`src/rtl/instruction_sequencer_pkg.sv`:
```
// Shared definitions for the instruction sequencer: opcodes, ALU codes and phase states.
package instruction_sequencer_pkg;

  localparam int ADDR_W = 12;

  typedef enum logic [1:0] {
    S_FETCH = 2'd0,
    S_EXEC  = 2'd1,
    S_OUT   = 2'd2,
    S_IN    = 2'd3
  } state_t;

  localparam logic [3:0] OP_JC    = 4'h0;
  localparam logic [3:0] OP_JNC   = 4'h1;
  localparam logic [3:0] OP_CMPI  = 4'h2;
  localparam logic [3:0] OP_CMPM  = 4'h3;
  localparam logic [3:0] OP_LIT   = 4'h4;
  localparam logic [3:0] OP_IN    = 4'h5;
  localparam logic [3:0] OP_LD    = 4'h6;
  localparam logic [3:0] OP_ST    = 4'h7;
  localparam logic [3:0] OP_JZ    = 4'h8;
  localparam logic [3:0] OP_JNZ   = 4'h9;
  localparam logic [3:0] OP_ADDI  = 4'hA;
  localparam logic [3:0] OP_ADDM  = 4'hB;
  localparam logic [3:0] OP_JMP   = 4'hC;
  localparam logic [3:0] OP_OUT   = 4'hD;
  localparam logic [3:0] OP_NANDI = 4'hE;
  localparam logic [3:0] OP_NANDM = 4'hF;

  localparam logic [1:0] ALU_PASS = 2'b00;
  localparam logic [1:0] ALU_SUB  = 2'b01;
  localparam logic [1:0] ALU_ADD  = 2'b10;
  localparam logic [1:0] ALU_NAND = 2'b11;

endpackage

```
`src/rtl/instruction_sequencer_opcode_decode.sv`:
```
// Pure combinational opcode decode; the top gates these with the phase state.
module instruction_sequencer_opcode_decode
  import instruction_sequencer_pkg::*;
(
  input  logic [3:0] instr,
  input  logic       c_flag,
  input  logic       z_flag,
  output logic       two_byte,
  output logic       is_jump,
  output logic       taken,
  output logic [1:0] alu_op,
  output logic       src_ram,
  output logic       acc_we,
  output logic       flags_we,
  output logic       ram_oe,
  output logic       ram_we,
  output logic       is_in,
  output logic       is_out
);

  // Map each opcode to its strobes and jump condition.
  always_comb begin
    two_byte = 1'b0;
    is_jump  = 1'b0;
    taken    = 1'b0;
    alu_op   = ALU_PASS;
    src_ram  = 1'b0;
    acc_we   = 1'b0;
    flags_we = 1'b0;
    ram_oe   = 1'b0;
    ram_we   = 1'b0;
    is_in    = 1'b0;
    is_out   = 1'b0;
    case (instr)
      OP_JC:    begin two_byte = 1'b1; is_jump = 1'b1; taken = c_flag;  end
      OP_JNC:   begin two_byte = 1'b1; is_jump = 1'b1; taken = !c_flag; end
      OP_JZ:    begin two_byte = 1'b1; is_jump = 1'b1; taken = z_flag;  end
      OP_JNZ:   begin two_byte = 1'b1; is_jump = 1'b1; taken = !z_flag; end
      OP_JMP:   begin two_byte = 1'b1; is_jump = 1'b1; taken = 1'b1;    end
      OP_LD:    begin two_byte = 1'b1; ram_oe = 1'b1; src_ram = 1'b1; acc_we = 1'b1; end
      OP_ST:    begin two_byte = 1'b1; ram_we = 1'b1; end
      OP_CMPI:  begin alu_op = ALU_SUB; flags_we = 1'b1; end
      OP_CMPM:  begin alu_op = ALU_SUB; flags_we = 1'b1; src_ram = 1'b1; end
      OP_ADDI:  begin alu_op = ALU_ADD; acc_we = 1'b1; flags_we = 1'b1; end
      OP_ADDM:  begin alu_op = ALU_ADD; acc_we = 1'b1; flags_we = 1'b1; src_ram = 1'b1; end
      OP_NANDI: begin alu_op = ALU_NAND; acc_we = 1'b1; flags_we = 1'b1; end
      OP_NANDM: begin alu_op = ALU_NAND; acc_we = 1'b1; flags_we = 1'b1; src_ram = 1'b1; end
      OP_LIT:   begin alu_op = ALU_PASS; acc_we = 1'b1; end
      OP_IN:    is_in  = 1'b1;
      OP_OUT:   is_out = 1'b1;
      default:  ;
    endcase
  end

endmodule

```
`src/rtl/instruction_sequencer.sv`:
```
// FETCH/EXEC phase machine with IN/OUT handshake states driving the fetch path and datapath strobes.
module instruction_sequencer
  import instruction_sequencer_pkg::*;
(
  input  logic              clk,
  input  logic              reset,
  input  logic              run,
  input  logic [3:0]        instr,
  input  logic [3:0]        oprnd,
  input  logic [7:0]        prog_b,
  input  logic              c_flag,
  input  logic              z_flag,
  output logic              eneable_fetch,
  output logic              eneable_counter,
  output logic              load,
  output logic [ADDR_W-1:0] valor,
  output logic [ADDR_W-1:0] mem_addr,
  output logic              ram_oe,
  output logic              ram_we,
  output logic [1:0]        alu_op,
  output logic              src_ram,
  output logic              acc_we,
  output logic              flags_we,
  output logic              acc_oe,
  output logic              out_valid,
  input  logic              out_ready,
  output logic              in_ready,
  input  logic              in_valid
);

  state_t state_q, state_d;

  logic       dec_two_byte, dec_is_jump, dec_taken;
  logic [1:0] dec_alu_op;
  logic       dec_src_ram, dec_acc_we, dec_flags_we;
  logic       dec_ram_oe, dec_ram_we, dec_is_in, dec_is_out;

  instruction_sequencer_opcode_decode u_decode (
    .instr    (instr),
    .c_flag   (c_flag),
    .z_flag   (z_flag),
    .two_byte (dec_two_byte),
    .is_jump  (dec_is_jump),
    .taken    (dec_taken),
    .alu_op   (dec_alu_op),
    .src_ram  (dec_src_ram),
    .acc_we   (dec_acc_we),
    .flags_we (dec_flags_we),
    .ram_oe   (dec_ram_oe),
    .ram_we   (dec_ram_we),
    .is_in    (dec_is_in),
    .is_out   (dec_is_out)
  );

  // Next-state logic; IN/OUT hold until their handshake completes regardless of run.
  always_comb begin
    state_d = state_q;
    case (state_q)
      S_FETCH: if (run) state_d = S_EXEC;
      S_EXEC: begin
        if (dec_is_out)     state_d = S_OUT;
        else if (dec_is_in) state_d = S_IN;
        else                state_d = S_FETCH;
      end
      S_OUT:   if (out_ready) state_d = S_FETCH;
      S_IN:    if (in_valid)  state_d = S_FETCH;
      default: state_d = S_FETCH;
    endcase
  end

  // Output decode from state and opcode; reset forces everything low asynchronously.
  always_comb begin
    eneable_fetch   = 1'b0;
    eneable_counter = 1'b0;
    load            = 1'b0;
    valor           = '0;
    mem_addr        = '0;
    ram_oe          = 1'b0;
    ram_we          = 1'b0;
    alu_op          = ALU_PASS;
    src_ram         = 1'b0;
    acc_we          = 1'b0;
    flags_we        = 1'b0;
    acc_oe          = 1'b0;
    out_valid       = 1'b0;
    in_ready        = 1'b0;
    if (!reset) begin
      valor    = {oprnd, prog_b};
      mem_addr = {oprnd, prog_b};
      case (state_q)
        S_FETCH: begin
          eneable_fetch   = run;
          eneable_counter = run;
        end
        S_EXEC: begin
          // A taken jump loads the PC; every other two-byte op skips its second byte.
          load            = dec_is_jump & dec_taken;
          eneable_counter = dec_two_byte & !(dec_is_jump & dec_taken);
          ram_oe          = dec_ram_oe;
          ram_we          = dec_ram_we;
          acc_oe          = dec_ram_we;
          alu_op          = dec_alu_op;
          src_ram         = dec_src_ram;
          acc_we          = dec_acc_we;
          flags_we        = dec_flags_we;
        end
        S_OUT: begin
          out_valid = 1'b1;
          acc_oe    = 1'b1;
        end
        S_IN: begin
          in_ready = 1'b1;
          acc_we   = in_valid;
          alu_op   = ALU_PASS;
          src_ram  = 1'b0;
        end
        default: ;
      endcase
    end
  end

  // Phase state register.
  always_ff @(posedge clk or posedge reset) begin
    if (reset) state_q <= S_FETCH;
    else       state_q <= state_d;
  end

endmodule

```
`config.mk`:
```
export PLATFORM = sky130hd
export DESIGN_NAME = instruction_sequencer
export DESIGN_NICKNAME = d
export VERILOG_FILES = /design/src/rtl/instruction_sequencer_pkg.sv /design/src/rtl/instruction_sequencer_opcode_decode.sv /design/src/rtl/instruction_sequencer.sv
export SDC_FILE = /design/constraint.sdc
export NUM_CORES = 1
export LEC_CHECK = 0
export ABC_AREA = 0
export CORE_AREA = 2 2 48 50
export CTS_BUF_LIST = sky130_fd_sc_hd__clkbuf_4
export DETAILED_ROUTE_END_ITERATION = 7
export DIE_AREA = 0 0 50 52
export HOLD_SLACK_MARGIN = 0.12
export MAX_ROUTING_LAYER = met4
export PLACE_DENSITY_LB_ADDON = 0.3
export SLEW_MARGIN = 15
export SYNTH_ARGS = -nofsm -noshare
export SYNTH_HDL_FRONTEND = slang
export SYNTH_SLANG_ARGS = --single-unit
export TNS_END_PERCENT = 30
```
`constraint.sdc`:
```
create_clock -name clk -period 2.15 [get_ports clk]
set_input_delay 0.3225 -clock clk [delete_from_list [all_inputs] [get_ports clk]]
set_output_delay 0.3225 -clock clk [all_outputs]
set_load 0.03 [all_outputs]
```
# Yosys cells after proc, flatten, opt, wreduce, memory -nomap -nowiden
# Cells that the tools add are included.
# op_classes
n_eq_ne	21
muxes	42
n_bitwise	2
reduce_logical	14
# ops
cell	count
$eq A4 B4 Y1 const B	8
$mux W1	28
$eq A4 B3 Y1 const B	4
$mux W2	7
$mux W12	1
$reduce_or A6 Y1	2
$eq A4 B2 Y1 const B	2
$pmux W2 S4	1
$reduce_or A7 Y1	1
$ne A2 B2 Y1 const B	3
$pmux W1 S2	3
$pmux W2 S3	1
$reduce_or A2 Y1	3
$pmux W1 S5	1
$reduce_or A5 Y1	1
$eq A2 B2 Y1 const B	2
$eq A4 B1 Y1 const B	1
$logic_not A4 Y1	1
$reduce_or A4 Y1	1
$logic_not A1 Y1	3
$reduce_and A3 Y1	1
$and A1 B1 Y1	2
$eq A2 B1 Y1 const B	1
$logic_not A2 Y1	1
# word_totals
register_bits	2
input_bits	23
wordCells	80

# Longest topological paths before layout
# depth
depth_word	8
mapped_depth	5

# Cells and area by module
# A second synthesis with hierarchy kept.
# unflattened
cells_unflattened	85
hier_area_um2	615.6
# modules_own_cells
mod	n_inst	cells_per_inst	area_per_inst_um2	seq_area_each_um2
instruction_sequencer	1	61	456.7	50.0
instruction_sequencer_opcode_decode	1	24	158.9	0.0

# Least setup slack after synthesis
# Ideal clock, no wire load.
# synth_timing
path_type	register to output
start	register state_q[1]
end	output acc_oe
arrival_time_ns	1.947
t_required_ns	1.827
path_slack_ns	-0.120
stages_incl_launch_ff	6
n_path_buf	0
cell_sequence	dfrtp_1 > inv_1 > ha_1 > nand3b_1 > nor3_1 > o21a_1
# synth_via
elab_chain_len	3
# synth_rtl
item	line_no	source
from (decl)	instruction_sequencer.sv:31	state_t state_q, state_d;
from (signal assigned)	instruction_sequencer.sv:125	else state_q <= state_d;
$eq A2 B2 Y1 or $eq A2 B1 Y1 (tied branches)	instruction_sequencer.sv:90	case (state_q)
$pmux W1 S2 *	instruction_sequencer.sv:90	
$mux W1 *	instruction_sequencer.sv:87	if (!reset) begin
to (decl)	instruction_sequencer.sv:24	output logic acc_oe,
# Every way passes the cells marked *; elsewhere a longest branch is shown, timed or not.

# Worst setup path in the final report
# layout_timing
start	input instr[2]
end	output load
# layout_via
elab_chain_len	6
# layout_rtl
item	line_no	source
from (decl)	instruction_sequencer.sv:8	input logic [3:0] instr,
$eq A4 B1 Y1, or another cell as far along	instruction_sequencer_opcode_decode.sv:34	case (instr)
$reduce_or A5 Y1 (no line)	--	
$mux W1	instruction_sequencer_opcode_decode.sv:34	
$and A1 B1 Y1 *	instruction_sequencer.sv:97	load = dec_is_jump & dec_taken;
$mux W1 *	instruction_sequencer.sv:90	
$mux W1 *	instruction_sequencer.sv:87	
to (decl)	instruction_sequencer.sv:15	output logic load,
# Marked as above.

==> parameters.txt <==
Parameter                              Value

Critical path
  Worst setup path category    input pin to output pin
  R2r startpoint    state_q[0]
  Worst reg2reg endpoint    state_q[0]
  Flop2flop setup slack    0.49 ns
  Data arrival at the endpoint of the critical path    1.71 ns
  Number of cell instances on the worst register-to-register path    4
  Startpoint types    input pin
  Required @ worst endpoint    1.83 ns
  Setup crit end kind    output pin
  Worst-path fanout max    7

Clock network
  Clk slew on worst S/H paths    0.04 ns
  Maximum level of the CTS H-tree    1
  Hold buffer count at cts    0
  Buffer count from post-CTS setup fixing    0
  Clock latency on the worst-skew pair    0.23 ns
  TritonCTS clock tree    done
  Maximum buffer depth of the clock tree    2
  Clk sinks    2
  Number of gates resized after CTS    0
  Total CTS buffers    3
  Root buffer cell    clkbuf_4

Timing
  Actual slew at the worst max-slew pin    0.4624 ns
  Final sum of negative setup slack    0 ns
  Unrepaired setup endpoints after global routing    no
  Final number of hold-violating endpoints    0
  Final period demand of the worst path    2.035 ns
  Period utilisation layout    94.66%
  Tightest hold margin    0.4561 ns
  Slew Limit Headroom    69.17%
  Maximum achievable frequency    491.4 MHz
  Final Skew    0.01022 ns
  Total count of max-transition violations in the final report    0
  Setup Viol. Count Final    0

Place
  Total of buffers placed on input and output ports    59
  Routability-driven placement congestion ratio    0.7163
  Post-DP HPWL    1.486 mm

Layout
  Share of cells above drive strength 1    35.94%
  Biggest register    state_q
  Number of flip-flops under the largest register name    2
  Highest-count cells in the layout ignoring fill and taps    buf_4, clkdlybuf4s50_1, nor2b_1, inv_1
  Net count of the finished layout    158
  Biggest registers after layout    state_q x2
  Area Growth Syn to Fin    86.50%
  Count of inserted antenna diode cells    0
  Most common cell after layout, fill and taps aside    buf_4
  Total of fill cells in the finished design    199

Floorplanning
  Die outline width    50 µm
  Standard-cell row count    17
  Count of boundary I/O pins    60
  Die Footprint    0.002600 mm²
  Die Span Y    52 µm
  Placeable core region    0.002106 mm²
  Initial core utilization    26.86%

Logic synthesis
  Prevailing post-synth register cell    dfrtp_1
  Number of different library cells in the post-synthesis netlist    30
  Synthesized area    565.5 µm²
  #FFs+latches synth    2
  Fraction of the yosys area taken by sequential cells    8.850%
  Ys async rst share    100.0%
  Average cell area after synthesis    7.345 µm²
  Post-synthesis net count    105
  Total number of yosys warnings    0
  Post-synth EDFFs    0
  Syn Inst Count    77

Drt
  Drt wl/cell    11.17 µm
  Wirelength, routed    1.742 mm
  DRC errors left    0
  DR pass1 iterations    4
  Via total after detailed routing    696
  First DRT Iteration DRCs    5
  Vias per std cell    4.462
  Remaining antenna violation count after routing    0

Pwr
  Total leakage power    0.0005248 µW
  Tot Pwr    526.3 µW
  Largest vdd supply drop    0.2980 mV
  Ratio of total power to cell area    499.0 mW/mm²

Global routing
  Global-route wire length before repair    2.628 mm
  Initial antenna violation count    0
  Leftover overflow at the end of global routing    0
  Via count of the first global-routing pass    640
  Pin count of the biggest net entering global routing    13
  Total GRT Usage    12.85%

Outcome
  Run status    complete, no violations

Min path
  Type of the most critical hold path    input pin to async pin

Run
  Count of max-cap constraint violations    0
-- worst max-delay path by stage --
| stage | slack (ns) | endpoint | cells past startpoint | startpoint |
|---|---|---|---|---|
| floorplan | 0.16 | acc_oe | 5 | state_q[1] |
| global placement | 0.07 | load | 4 | instr[3] |
| detailed placement | 0.04 | eneable_counter | 5 | instr[3] |
| CTS | 0.02 | eneable_counter | 5 | instr[3] |
| global route | 0.03 | acc_oe | 6 | state_q[1] |
| finish | 0.11 | load | 4 | instr[2] |
-- cells by family (layout without fill, tap and decap cells) --
kind of cell / count (synthesis) / count (layout) / share of synthesized area (%)
simple gates: 35 / 35 / 38.50
flops: 2 / 2 / 8.850
fa+ha+maj: 5 / 5 / 11.06
compound gates: 9 / 9 / 11.73
mux: 3 / 3 / 5.531
xor+xnor: 1 / 1 / 1.549
buf+inv: 22 / 73 / 22.79
-- final cells by class --
type	instances	area, µm²	area share [%]
repair buffers	62	523.0	49.58
clock buffers	3	22.52	2.135
well taps	28	35.03	3.321
multi-input cells	53	394.1	37.37
flip-flops and latches	2	50.05	4.745
inverters	8	30.03	2.847
-- per-stage QoR --
stage               util [%]  setup slack (ns)  cell area [µm²]  cells
global placement       48.78           0.07008             1027    153
global route           50.09           0.02710             1055    156
floorplan                  -            0.1578            570.5     77
CTS                    49.85           0.01810             1050    156
detailed placement     48.78           0.04100             1027    153
finish                 50.09            0.1148             1055    156
-- per-layer routing --
metal | vias to the layer above | GRT usage, % | wire length [µm]
li1 | 346 | - | -
met5 | - | - | 0
met4 | 0 | 0 | 0
met3 | 0 | 4.023 | 190
met2 | 42 | 25.00 | 833
met1 | 308 | 13.39 | 718
-- power breakdown --
| part | switching [µW] | leakage, µW | total (µW) | internal, µW |
|---|---|---|---|---|
| clock | 21.1 | 0.0000138 | 82.7 | 61.6 |
| combinational | 211 | 0.000486 | 380 | 169 |
| sequential | 13.2 | 0.0000255 | 63.3 | 50.1 |
-- cell usage after synthesis (2+ instances only) --
master,n,area (µm²)
buf_4,12,90.09
dfrtp_1,2,50.05
ha_1,5,62.56
inv_1,8,30.03
mux2i_1,2,20.02
nand2_1,2,7.510
nand3b_1,4,30.03
nor2_1,3,11.26
nor2b_1,16,100.1
nor3_1,2,10.01
o21a_1,2,15.01
-- critical path, stage by stage --
cell and delay (ns):
clkdlybuf4s50_1 0.51, or4b_1 0.50, a31oi_1 0.19, buf_4 0.19
(Power assumes the default switching activity.)
